===== config.mk =====
export PLATFORM = sky130hd
export DESIGN_NAME = motor_drive_controller
export DESIGN_NICKNAME = d
export VERILOG_FILES = /design/src/rtl/motor_drive_controller.sv
export SDC_FILE = /design/constraint.sdc
export NUM_CORES = 1
export LEC_CHECK = 0
export CORE_AREA = 2 2 123 125
export DETAILED_ROUTE_END_ITERATION = 8
export DIE_AREA = 0 0 125 127
export SLEW_MARGIN = 20
export SYNTH_ARGS = -nofsm -noshare
export SYNTH_HDL_FRONTEND = slang
export SYNTH_SLANG_ARGS = --single-unit

===== constraint.sdc =====
create_clock -name clk -period 6.2 [get_ports clk]
set_input_delay 0.93 -clock clk [delete_from_list [all_inputs] [get_ports clk]]
set_output_delay 0.93 -clock clk [all_outputs]
set_load 0.05 [all_outputs]

===== src/rtl/motor_drive_controller.sv =====
// rtl/motor_drive_controller.sv - dual H-bridge drive: soft ramping, dead-timed reversal, period-aligned PWM
// One motor_side instance per wheel; the top owns command decode, ramp strobe and the shared PWM period.

module motor_side #(
  parameter int DEAD_CYCLES = 5_000
) (
  input  logic       clk,
  input  logic       reset,
  input  logic       ramp_stb,
  input  logic       pwm_wrap,
  input  logic [7:0] period_cnt,
  input  logic [7:0] tgt_duty,
  input  logic       tgt_rev,
  output logic       pwm,
  output logic       fwd,
  output logic       rev,
  output logic       idle
);
  localparam int DW = (DEAD_CYCLES > 1) ? $clog2(DEAD_CYCLES) : 1;
  localparam logic [DW-1:0] DEAD_LAST = DW'(DEAD_CYCLES - 1);

  typedef enum logic [1:0] {S_IDLE, S_DRIVE, S_RAMPDN, S_DEAD} side_state_e;

  side_state_e   state_q, state_d;
  logic          rev_lat_q, rev_lat_d;
  logic [DW-1:0] dead_cnt_q, dead_cnt_d;
  logic [7:0]    cur_duty_q, cur_duty_d;
  logic [7:0]    pwm_duty_q, pwm_duty_d;
  logic          fwd_q, fwd_d;
  logic          rev_q, rev_d;
  logic          pwm_q, pwm_d;
  logic [7:0]    eff_duty;
  logic          tgt_on;
  logic          same_dir;

  assign tgt_on   = (tgt_duty != 8'd0);
  assign same_dir = (tgt_rev == rev_lat_q);

  always_comb begin
    state_d    = state_q;
    rev_lat_d  = rev_lat_q;
    dead_cnt_d = dead_cnt_q;
    eff_duty   = 8'd0;
    case (state_q)
      S_IDLE: begin
        if (tgt_on) begin
          rev_lat_d = tgt_rev;
          state_d   = S_DRIVE;
        end
      end
      S_DRIVE: begin
        if (!tgt_on || !same_dir) begin
          state_d = S_RAMPDN;
        end else begin
          eff_duty = tgt_duty;
        end
      end
      S_RAMPDN: begin
        // A command that returns to the latched direction resumes driving from the current duty.
        if (tgt_on && same_dir) begin
          state_d  = S_DRIVE;
          eff_duty = tgt_duty;
        end else if (cur_duty_q == 8'd0) begin
          if (!tgt_on) begin
            state_d = S_IDLE;
          end else begin
            state_d    = S_DEAD;
            dead_cnt_d = '0;
          end
        end
      end
      S_DEAD: begin
        if (dead_cnt_q == DEAD_LAST) begin
          if (tgt_on) begin
            rev_lat_d = tgt_rev;
            state_d   = S_DRIVE;
          end else begin
            state_d = S_IDLE;
          end
        end else begin
          dead_cnt_d = dead_cnt_q + 1'b1;
        end
      end
      default: state_d = S_IDLE;
    endcase
  end

  always_comb begin
    cur_duty_d = cur_duty_q;
    if (ramp_stb) begin
      if (cur_duty_q < eff_duty) begin
        cur_duty_d = cur_duty_q + 8'd1;
      end else if (cur_duty_q > eff_duty) begin
        cur_duty_d = cur_duty_q - 8'd1;
      end
    end
  end

  // Selects follow the next state so they change on the same edge as the FSM, never both high.
  always_comb begin
    fwd_d      = ((state_d == S_DRIVE) || (state_d == S_RAMPDN)) && !rev_lat_d;
    rev_d      = ((state_d == S_DRIVE) || (state_d == S_RAMPDN)) && rev_lat_d;
    pwm_duty_d = pwm_wrap ? cur_duty_q : pwm_duty_q;
    pwm_d      = (fwd_d || rev_d) && (period_cnt < pwm_duty_q);
  end

  always_ff @(posedge clk or posedge reset) begin
    if (reset) begin
      state_q    <= S_IDLE;
      rev_lat_q  <= 1'b0;
      dead_cnt_q <= '0;
      cur_duty_q <= 8'd0;
      pwm_duty_q <= 8'd0;
      fwd_q      <= 1'b0;
      rev_q      <= 1'b0;
      pwm_q      <= 1'b0;
    end else begin
      state_q    <= state_d;
      rev_lat_q  <= rev_lat_d;
      dead_cnt_q <= dead_cnt_d;
      cur_duty_q <= cur_duty_d;
      pwm_duty_q <= pwm_duty_d;
      fwd_q      <= fwd_d;
      rev_q      <= rev_d;
      pwm_q      <= pwm_d;
    end
  end

  assign pwm  = pwm_q;
  assign fwd  = fwd_q;
  assign rev  = rev_q;
  assign idle = (state_q == S_IDLE);

endmodule

module motor_drive_controller #(
  parameter int         PWM_DIV     = 10,
  parameter int         RAMP_DIV    = 50_000,
  parameter int         DEAD_CYCLES = 5_000,
  parameter logic [7:0] DUTY_FULL   = 8'd230,
  parameter logic [7:0] DUTY_VEER   = 8'd110,
  parameter logic [7:0] DUTY_PIVOT  = 8'd160
) (
  input  logic       clk,
  input  logic       reset,
  input  logic [3:0] DIR,
  output logic       l_pwm,
  output logic       l_fwd,
  output logic       l_rev,
  output logic       r_pwm,
  output logic       r_fwd,
  output logic       r_rev,
  output logic       stopped
);
  localparam int PW = (PWM_DIV > 1) ? $clog2(PWM_DIV) : 1;
  localparam int RW = (RAMP_DIV > 1) ? $clog2(RAMP_DIV) : 1;
  localparam logic [PW-1:0] PWM_LAST  = PW'(PWM_DIV - 1);
  localparam logic [RW-1:0] RAMP_LAST = RW'(RAMP_DIV - 1);

  logic [3:0]    dir_q;
  logic [PW-1:0] pre_q, pre_d;
  logic [RW-1:0] ramp_cnt_q, ramp_cnt_d;
  logic [7:0]    period_q, period_d;
  logic          stopped_q, stopped_d;
  logic          pwm_tick, pwm_wrap, ramp_stb;
  logic [7:0]    l_tgt_duty, r_tgt_duty;
  logic          l_tgt_rev, r_tgt_rev;
  logic          l_idle, r_idle;

  always_comb begin
    l_tgt_duty = 8'd0;
    r_tgt_duty = 8'd0;
    l_tgt_rev  = 1'b0;
    r_tgt_rev  = 1'b0;
    case (dir_q[3:2])
      2'b00: begin
        l_tgt_duty = DUTY_FULL;
        r_tgt_duty = DUTY_FULL;
      end
      2'b01: begin
        if (dir_q[1:0] == 2'b11) begin
          l_tgt_duty = DUTY_PIVOT;
          l_tgt_rev  = 1'b1;
          r_tgt_duty = DUTY_PIVOT;
        end else begin
          l_tgt_duty = DUTY_VEER;
          r_tgt_duty = DUTY_FULL;
        end
      end
      2'b10: begin
        if (dir_q[1:0] == 2'b11) begin
          l_tgt_duty = DUTY_PIVOT;
          r_tgt_duty = DUTY_PIVOT;
          r_tgt_rev  = 1'b1;
        end else begin
          l_tgt_duty = DUTY_FULL;
          r_tgt_duty = DUTY_VEER;
        end
      end
      default: begin
        l_tgt_duty = 8'd0;
        r_tgt_duty = 8'd0;
      end
    endcase
  end

  assign pwm_tick = (pre_q == PWM_LAST);
  assign pwm_wrap = pwm_tick && (period_q == 8'd254);
  assign ramp_stb = (ramp_cnt_q == RAMP_LAST);

  always_comb begin
    pre_d      = pwm_tick ? '0 : pre_q + 1'b1;
    ramp_cnt_d = ramp_stb ? '0 : ramp_cnt_q + 1'b1;
    period_d   = period_q;
    if (pwm_tick) begin
      period_d = (period_q == 8'd254) ? 8'd0 : period_q + 8'd1;
    end
    stopped_d = l_idle && r_idle;
  end

  always_ff @(posedge clk or posedge reset) begin
    if (reset) begin
      dir_q      <= 4'b1111;
      pre_q      <= '0;
      ramp_cnt_q <= '0;
      period_q   <= 8'd0;
      stopped_q  <= 1'b1;
    end else begin
      dir_q      <= DIR;
      pre_q      <= pre_d;
      ramp_cnt_q <= ramp_cnt_d;
      period_q   <= period_d;
      stopped_q  <= stopped_d;
    end
  end

  motor_side #(.DEAD_CYCLES(DEAD_CYCLES)) u_left (
    .clk        (clk),
    .reset      (reset),
    .ramp_stb   (ramp_stb),
    .pwm_wrap   (pwm_wrap),
    .period_cnt (period_q),
    .tgt_duty   (l_tgt_duty),
    .tgt_rev    (l_tgt_rev),
    .pwm        (l_pwm),
    .fwd        (l_fwd),
    .rev        (l_rev),
    .idle       (l_idle)
  );

  motor_side #(.DEAD_CYCLES(DEAD_CYCLES)) u_right (
    .clk        (clk),
    .reset      (reset),
    .ramp_stb   (ramp_stb),
    .pwm_wrap   (pwm_wrap),
    .period_cnt (period_q),
    .tgt_duty   (r_tgt_duty),
    .tgt_rev    (r_tgt_rev),
    .pwm        (r_pwm),
    .fwd        (r_fwd),
    .rev        (r_rev),
    .idle       (r_idle)
  );

  assign stopped = stopped_q;

endmodule


== Yosys cells after proc, flatten, opt, wreduce, memory -nomap -nowiden ==
Index checks and enable logic that the tools add are counted.

* Bits in registers: 103

* Reductions and logical operators: 37
* Magnitude comparators: 6
* Multiplexer cells: 52
* $add $sub $neg: 9
* Eq/ne operators: 28

{| class="wikitable"
|+ Operators with widths
! operator !! count
|-
| 13-bit two-way mux || 8
|-
| 8-bit two-way mux || 10
|-
| 13-bit one-hot mux with 2 select lines || 2
|-
| 8-bit one-hot mux with 3 select lines || 2
|-
| 8-bit less-than comparator || 4
|-
| 8-bit one-hot mux with 2 select lines || 2
|-
| 13-bit by 1-bit adder with 13-bit output (second input constant) || 2
|-
| 13-bit == test (second input constant) || 2
|-
| 8-bit by 1-bit adder with 8-bit output (second input constant) || 3
|-
| 2-bit two-way mux || 12
|-
| 16-bit by 1-bit adder with 16-bit output (second input constant) || 1
|-
| 16-bit == test (second input constant) || 1
|-
| 2-bit == test (second input constant) || 8
|-
| 8-bit > comparator || 2
|-
| 8-bit logical NOT || 2
|-
| 16-bit two-way mux || 1
|-
| 2-bit one-hot mux with 4 select lines || 2
|-
| 8-bit nonzero test || 2
|-
| 8-bit by 1-bit subtractor with 8-bit output (second input constant) || 2
|-
| 2-bit by 1-bit == test with 1-bit output (second input constant) || 5
|-
| 1-bit logical AND || 10
|-
| 5-bit AND reduction || 2
|-
| 1-bit two-way mux || 9
|-
| 8-bit == test (second input constant) || 1
|-
| other kinds (13) || 37
|}

== Longest topological paths before layout ==
* Depth after elaboration: 13
* Depth in mapped cells: 20
* Mapped depth without buffers: 19

== Cells and area by module ==
A second synthesis with hierarchy kept.

* Cells, all modules: 658
* Area, all modules: 6,443.7 um^2

{| class="wikitable"
|+ Modules (own cells, without submodules)
! module !! area an instance (um^2) !! instances !! cells an instance
|-
| motor_side (u_right) || 2,498.6 || 1 || 254
|-
| motor_side (u_left) || 2,396.0 || 1 || 254
|-
| motor_drive_controller || 1,549.0 || 1 || 150
|}

== Worst setup path after synthesis ==
No wires, ideal clock.

* Path type: flip-flop to flip-flop
* Start: register dir_q[0]
* End: register u_right.cur_duty_q[6]
* Library setup time: 0.125 ns
* Data arrival time: 3.810 ns
* Clock period less this slack: 3.935 ns
* Stages on the path, launching flop included: 18
* Setup slack: 2.265 ns
* Cells stage by stage: dfstp_2 -> clkbuf_1 -> and4b_1 -> a221o_1 -> o211ai_1 -> nand2b_1 -> ha_1 -> nor2b_1 -> o21ai_0 -> a21oi_1 -> or2_2 -> fa_1 -> a21o_1 -> a21oi_1 -> o21bai_1 -> a21oi_1 -> xnor2_1 -> mux2_2

* Cells in the longest elaborated chain, start to end: 11
* Elaborated cells on any way between the ends: 20

{| class="wikitable"
|+ Ends and longest elaborated chain
! item !! line !! RTL
|-
| start, declared || 160 || <nowiki>logic [3:0] dir_q;</nowiki>
|-
| start signal, assigned || 223 || <nowiki>dir_q <= 4'b1111;</nowiki>
|-
| start signal, assigned || 229 || <nowiki>dir_q <= DIR;</nowiki>
|-
| 2-bit == test * || 181, 191 ||
|-
| 8-bit two-way mux (tied with other cells) || 191 || <nowiki>if (dir_q[1:0] == 2'b11) begin</nowiki>
|-
| 8-bit one-hot mux with 3 select lines or 1-bit two-way mux (tied branches) || 175 || <nowiki>case (dir_q[3:2])</nowiki>
|-
| 8-bit nonzero test or 1-bit == test (tied branches) || 36, 37 ||
|-
| 1-bit logical NOT || 52 || <nowiki>if (!tgt_on || !same_dir) begin</nowiki>
|-
| 1-bit logical OR || 52 ||
|-
| 8-bit two-way mux || 52 ||
|-
| 8-bit one-hot mux with 2 select lines * || 44 || <nowiki>case (state_q)</nowiki>
|-
| 8-bit > comparator or 8-bit less-than comparator (tied branches) || 93, 91 ||
|-
| 2-bit nonzero test (no source line) || - ||
|-
| 2-bit AND reduction (no source line) || - ||
|-
| end signal, assigned || 121 || <nowiki>cur_duty_q <= cur_duty_d;</nowiki>
|-
| end, declared || 27 || <nowiki>logic [7:0] cur_duty_q, cur_duty_d;</nowiki>
|}

Every way passes the cells marked *; elsewhere a longest branch is shown, timed or not.
A chain may end at the register's enable or synchronous reset.

== Worst setup path in the final report ==
* Start: register dir_q[2]
* End: register u_right.cur_duty_q[7]

* Cells in the longest elaborated chain, start to end: 10
* Elaborated cells on any way between the ends: 19

{| class="wikitable"
|+ Ends and longest elaborated chain
! item !! line
|-
| 2-bit == test (tied with other cells) || 175
|-
| 8-bit one-hot mux with 3 select lines or 1-bit two-way mux (tied branches) || 175
|-
| 8-bit nonzero test or 1-bit == test (tied branches) || 36, 37
|-
| 1-bit logical NOT || 52
|-
| 1-bit logical OR || 52
|-
| 8-bit two-way mux || 52
|-
| 8-bit one-hot mux with 2 select lines * || 44
|-
| 8-bit > comparator or 8-bit less-than comparator (tied branches) || 93, 91
|-
| 2-bit nonzero test (no source line) || -
|-
| 2-bit AND reduction (no source line) || -
|}

Marked as above.

==> results.txt <==
Among the stages of the critical path, the cell type that occurs most often is sky130_fd_sc_hd__o211ai_1. The worst-path maximum fanout is 14. The pin count of the biggest net entering global routing came out at 73. The final hold violation count came out at 0. The internal portion of total power is 1.359 mW.

The worst hold path belongs to the class register to register. The number of max-slew violations in the final report was 0. The sequential group share of total power is 34.5%. The endpoint type of the worst setup path is a register.

After synthesis the netlist holds a flip-flop and latch count of 103. At the pin with the least slew margin, the transition time is 954.8 ps. The most critical setup path has its endpoint at u_right.cur_duty_q[7]. The final routed DRC violation total came out at 0. The achievable clock frequency came out at 229.9 MHz.

The H-tree depth came out at 3. The number of cells on the worst reg-to-reg path is 16. The number of buffers inserted for hold repair after clock tree synthesis came out at 0. The overall routing resource usage came out at 17.75%. The leakage power total is 3.073 nW. Of all flip-flops after synthesis, the portion carrying an async set or reset was 100.0%. In the routed layout, each cell is associated on average with a via count of 5.551.

Sorting the synthesized cells by how often they occur yields 98 x sky130_fd_sc_hd__dfrtp_1, 66 x sky130_fd_sc_hd__nand2_1, 59 x sky130_fd_sc_hd__nor2_1, 51 x sky130_fd_sc_hd__ha_1, 47 x sky130_fd_sc_hd__inv_1. The overall routed net length came out at 13.32 mm. The setup slack on the worst flop-to-flop path came out at 1850 ps. In the post-synthesis netlist, the biggest area contributors are sky130_fd_sc_hd__dfrtp_1 38%, sky130_fd_sc_hd__ha_1 10%, sky130_fd_sc_hd__xnor2_1 4.5%, sky130_fd_sc_hd__nand2_1 3.9%, sky130_fd_sc_hd__nor2_1 3.5%. The clock period could shrink to 4350 ps. The layout net count is 747. The number of setup violations in the final report is 0. The cell count after synthesis came out at 679. The number of rows in the core area came out at 44. The final antenna diode count is 0. Post-CTS repair changed the size of 0 cells. Once the floorplan was initialized, standard cells occupied 44.22% of the core. The portion of synthesized cell area occupied by the leading cell type came out at 38.45%. The flow ran to the end, and the final reports show no timing, DRC or antenna violations.

The final RePlAce weighted congestion came out at 0.9612. The violation count after the first detailed-routing iteration is 215. The share of layout cells above drive strength 1 is 7.648%. The first global-routing pass estimated 23.17 mm of wire. At the later pin of the worst-skew pair, clock insertion delay measures 360 ps.

Counting the buffers created by CTS gives 9. The total of warnings raised by yosys came out at 0. The final setup skew is 9.882 ps.

The clock net in this run drives a total of 103 sinks. After detailed placement, the total cell area comes to 0.006680 mm^2. Data on the critical path arrives at its endpoint at 4600 ps. The clock network burns 25.4% of the power. The worst setup path startpoint is dir_q[2]. The cell area after synthesis is 0.006379 mm^2. The post-CTS setup buffer count came out at 0.

The largest area contributor in the synthesized netlist is sky130_fd_sc_hd__dfrtp_1. The number of antenna violations at the first check in global routing is 0. The critical path start-end classification is register to register. The required time at the worst-slack endpoint came out at 6450 ps. The average wire per standard cell came out at 15.19 um. The post-detailed-placement half-perimeter wirelength came out at 9.518 mm.

The TritonCTS clock tree is yes. The width of the chip came out at 125 um. The main flop type after synthesis is sky130_fd_sc_hd__dfrtp_1. The most instantiated library cell after synthesis is sky130_fd_sc_hd__dfrtp_1.

The delay contributed by the slowest stage of the critical path is 660 ps. The startpoint identified for the worst register-to-register timing path is dir_q[2]. The count of maximum capacitance violations is 0. The number of placed I/O pins is 13. Buffers placed on the I/O ports in this run total 12.

The power density over the cells is 316.4 mW/mm^2. Walking the worst path, the cells encountered are and4b_1 > a221o_1 > o211ai_1 > nand2b_1 > ha_1 > nor2b_1 > o21ai_0 > a21oi_1 > or2_2 > ha_1 > a21oi_1 > o211ai_1 > o41ai_1 > o21a_1 > o211ai_1 > xnor2_1. After clock tree synthesis, the clock-pin slew on the worst setup and hold paths is 80 ps.

Setup repair after global routing left no endpoint under its margin. The area of the die came out at 0.01588 mm^2. The worst supply voltage drop on vdd is 0.0001518 V. The largest individual stage delay along the critical path comes from the cell sky130_fd_sc_hd__dfstp_2. The final total negative setup slack came out at 0 ps. Counting flops with a built-in enable in the synthesized netlist gives 0. The die extent in y is 127 um. The average instance in the mapped netlist occupies 9.394 um^2. The clock passes through at most 2 buffers.

The relative slew slack came out at 35.48%. In this run the remaining antenna-violating nets after routing total 0. In this run switching power makes up 38.47% of total power. The area of the core region came out at 0.01442 mm^2. The post-route clock period utilization is 70.16%. The sequential-to-total area share from yosys stat is 40.51%. The count of unique library cells instantiated by Yosys is 65. STA classifies the critical path startpoint as a register. The switching component of the power came out at 0.8499 mW.

The net count after synthesis came out at 738. The count of fill cells added during filler insertion is 1366. The cell sitting at the root of the clock tree is a sky130_fd_sc_hd__clkbuf_16.

The number of vias after detailed routing is 4868. Relative to the synthesized area, the layout overhead comes to 9.455%. The post-route cell area came out at 0.006982 mm^2. Summed over all layers, the global routing overflow is 0. The capturing point of the worst reg2reg path is u_right.cur_duty_q[7].

The share of total power in combinational logic is 40.1%. The first-pass detailed-route iteration total is 4. The number of global-route vias before repair is 4880.
-- power by group through the flow --
stage                     logic (mW)  registers (mW)  clock network (mW)
final                          0.886           0.762               0.561
after floorplan                0.675           0.795                   0
after detailed placement       0.882           0.774                   0
after global placement         0.852           0.772                   0
after CTS                      0.885           0.761               0.586
after global routing           0.990           0.771               0.612
-- final cells by class --
class	count	area, um^2	area share (%)
multi-input combinational	511	3552	50.88
sequential	103	2584	37.01
tap	184	230.2	3.297
clock buffer	9	225.2	3.226
inverter	48	182.7	2.616
timing repair buffer	15	142.6	2.043
clock inverter	7	65.06	0.9319
-- metal layers --
| layer | vias to the layer above | GRT usage [%] | share of wire (%) | wire [um] |
|---|---|---|---|---|
| li1 | 2432 | - | - | - |
| met1 | 2352 | 22.24 | 47 | 6199 |
| met2 | 69 | 30.02 | 49 | 6519 |
| met3 | 15 | 3.811 | 3.0 | 405 |
| met4 | 0 | 7.255 | 1.5 | 198 |
| met5 | - | 0 | 0 | 0 |
-- logic make-up (layout without fill, tap and decap cells) --
kind of cell	after synthesis	after routing	share of synthesized area [%]
adders and majority gates	53	53	10.63
and+or+nand+nor	237	237	18.67
muxes	20	20	3.413
DFF	103	103	40.51
xor gates and xnor gates	46	46	6.316
AOI/OAI and AO/OA	155	155	16.40
buffers and inverters	65	79	4.060
-- placed cells by master, fill, tap and decap left out, types with 3 or more instances in the layout --
master	netlist	routed
sky130_fd_sc_hd__nand4_1	8	8
sky130_fd_sc_hd__nor2_1	59	59
sky130_fd_sc_hd__dfrtp_1	98	98
sky130_fd_sc_hd__or2_2	3	3
sky130_fd_sc_hd__nand3_1	26	26
sky130_fd_sc_hd__xnor2_1	33	33
sky130_fd_sc_hd__nor3_1	10	8
sky130_fd_sc_hd__a2111oi_0	3	3
sky130_fd_sc_hd__a21o_1	11	11
sky130_fd_sc_hd__mux2_2	14	14
sky130_fd_sc_hd__o211ai_1	9	9
sky130_fd_sc_hd__nor4bb_1	3	3
sky130_fd_sc_hd__a22o_1	3	3
sky130_fd_sc_hd__dfstp_2	5	5
sky130_fd_sc_hd__o21a_1	6	6
sky130_fd_sc_hd__or4_1	3	3
sky130_fd_sc_hd__mux2i_1	6	6
sky130_fd_sc_hd__clkdlybuf4s50_1	0	12
sky130_fd_sc_hd__o221ai_1	4	4
sky130_fd_sc_hd__clkinv_4	0	3
sky130_fd_sc_hd__buf_4	0	3
sky130_fd_sc_hd__or3_1	3	3
sky130_fd_sc_hd__clkbuf_16	0	9
sky130_fd_sc_hd__a211oi_1	16	16
sky130_fd_sc_hd__and3_1	6	6
sky130_fd_sc_hd__xor2_1	13	13
sky130_fd_sc_hd__o41ai_1	5	5
sky130_fd_sc_hd__a31oi_1	3	3
sky130_fd_sc_hd__nand2_1	66	66
sky130_fd_sc_hd__a21oi_1	27	27
sky130_fd_sc_hd__o21ai_0	42	42
sky130_fd_sc_hd__nor2b_1	9	9
sky130_fd_sc_hd__and2_1	11	11
sky130_fd_sc_hd__ha_1	51	51
sky130_fd_sc_hd__nand2b_1	9	9
sky130_fd_sc_hd__nor4_1	10	10
sky130_fd_sc_hd__o31ai_1	6	6
sky130_fd_sc_hd__inv_1	47	46
-- worst min path at each step --
stage / startpoint / end / slack [ps] / depth (start not counted)
CTS: ramp_cnt_q[0] / ramp_cnt_q[0] / 480 / 1
floorplan: ramp_cnt_q[0] / ramp_cnt_q[0] / 430 / 1
finish: ramp_cnt_q[0] / ramp_cnt_q[0] / 480 / 1
global placement: ramp_cnt_q[0] / ramp_cnt_q[0] / 450 / 1
detailed placement: ramp_cnt_q[0] / ramp_cnt_q[0] / 460 / 1
global route: ramp_cnt_q[0] / ramp_cnt_q[0] / 490 / 1
-- stage by stage --
| stage | hold WS (ps) | power, mW | utilization, % | setup slack, ps | std cells |
|---|---|---|---|---|---|
| 2_1_floorplan | 432.9 | 1.471 | - | 2265 | 679 |
| 3_3_place_gp | 451.0 | 1.624 | 46.31 | 2034 | 861 |
| 3_5_place_dp | 464.3 | 1.656 | 46.31 | 1862 | 861 |
| 4_1_cts | 482.3 | 2.233 | 48.33 | 1842 | 877 |
| 5_1_grt | 487.2 | 2.372 | 48.40 | 1453 | 877 |
| 6_report | 480.5 | 2.209 | 48.40 | 1850 | 877 |
-- worst max-delay path, delay by kind of cell, from the launching register on --
family                   cells  cell delay [ps]
AO/OA/AOI/OAI                9             1850
XOR/XNOR                     1              140
adder cells (fa/ha/maj)      2              560
flip-flops                   1              660
AND/OR/NAND/NOR              4             1020
-- flip-flops by register name (all words and copies together) (netlist names), 2 cells and up --
signal	count
u_right.cur_duty_q	8
u_left.cur_duty_q	8
ramp_cnt_q	16
u_right.dead_cnt_q	13
u_left.dead_cnt_q	13
dir_q	4
period_q	8
pre_q	4
u_right.pwm_duty_q	8
u_left.pwm_duty_q	8
u_right.state_q	2
u_left.state_q	2
No activity file was read; power rests on OpenSTA's default activity.
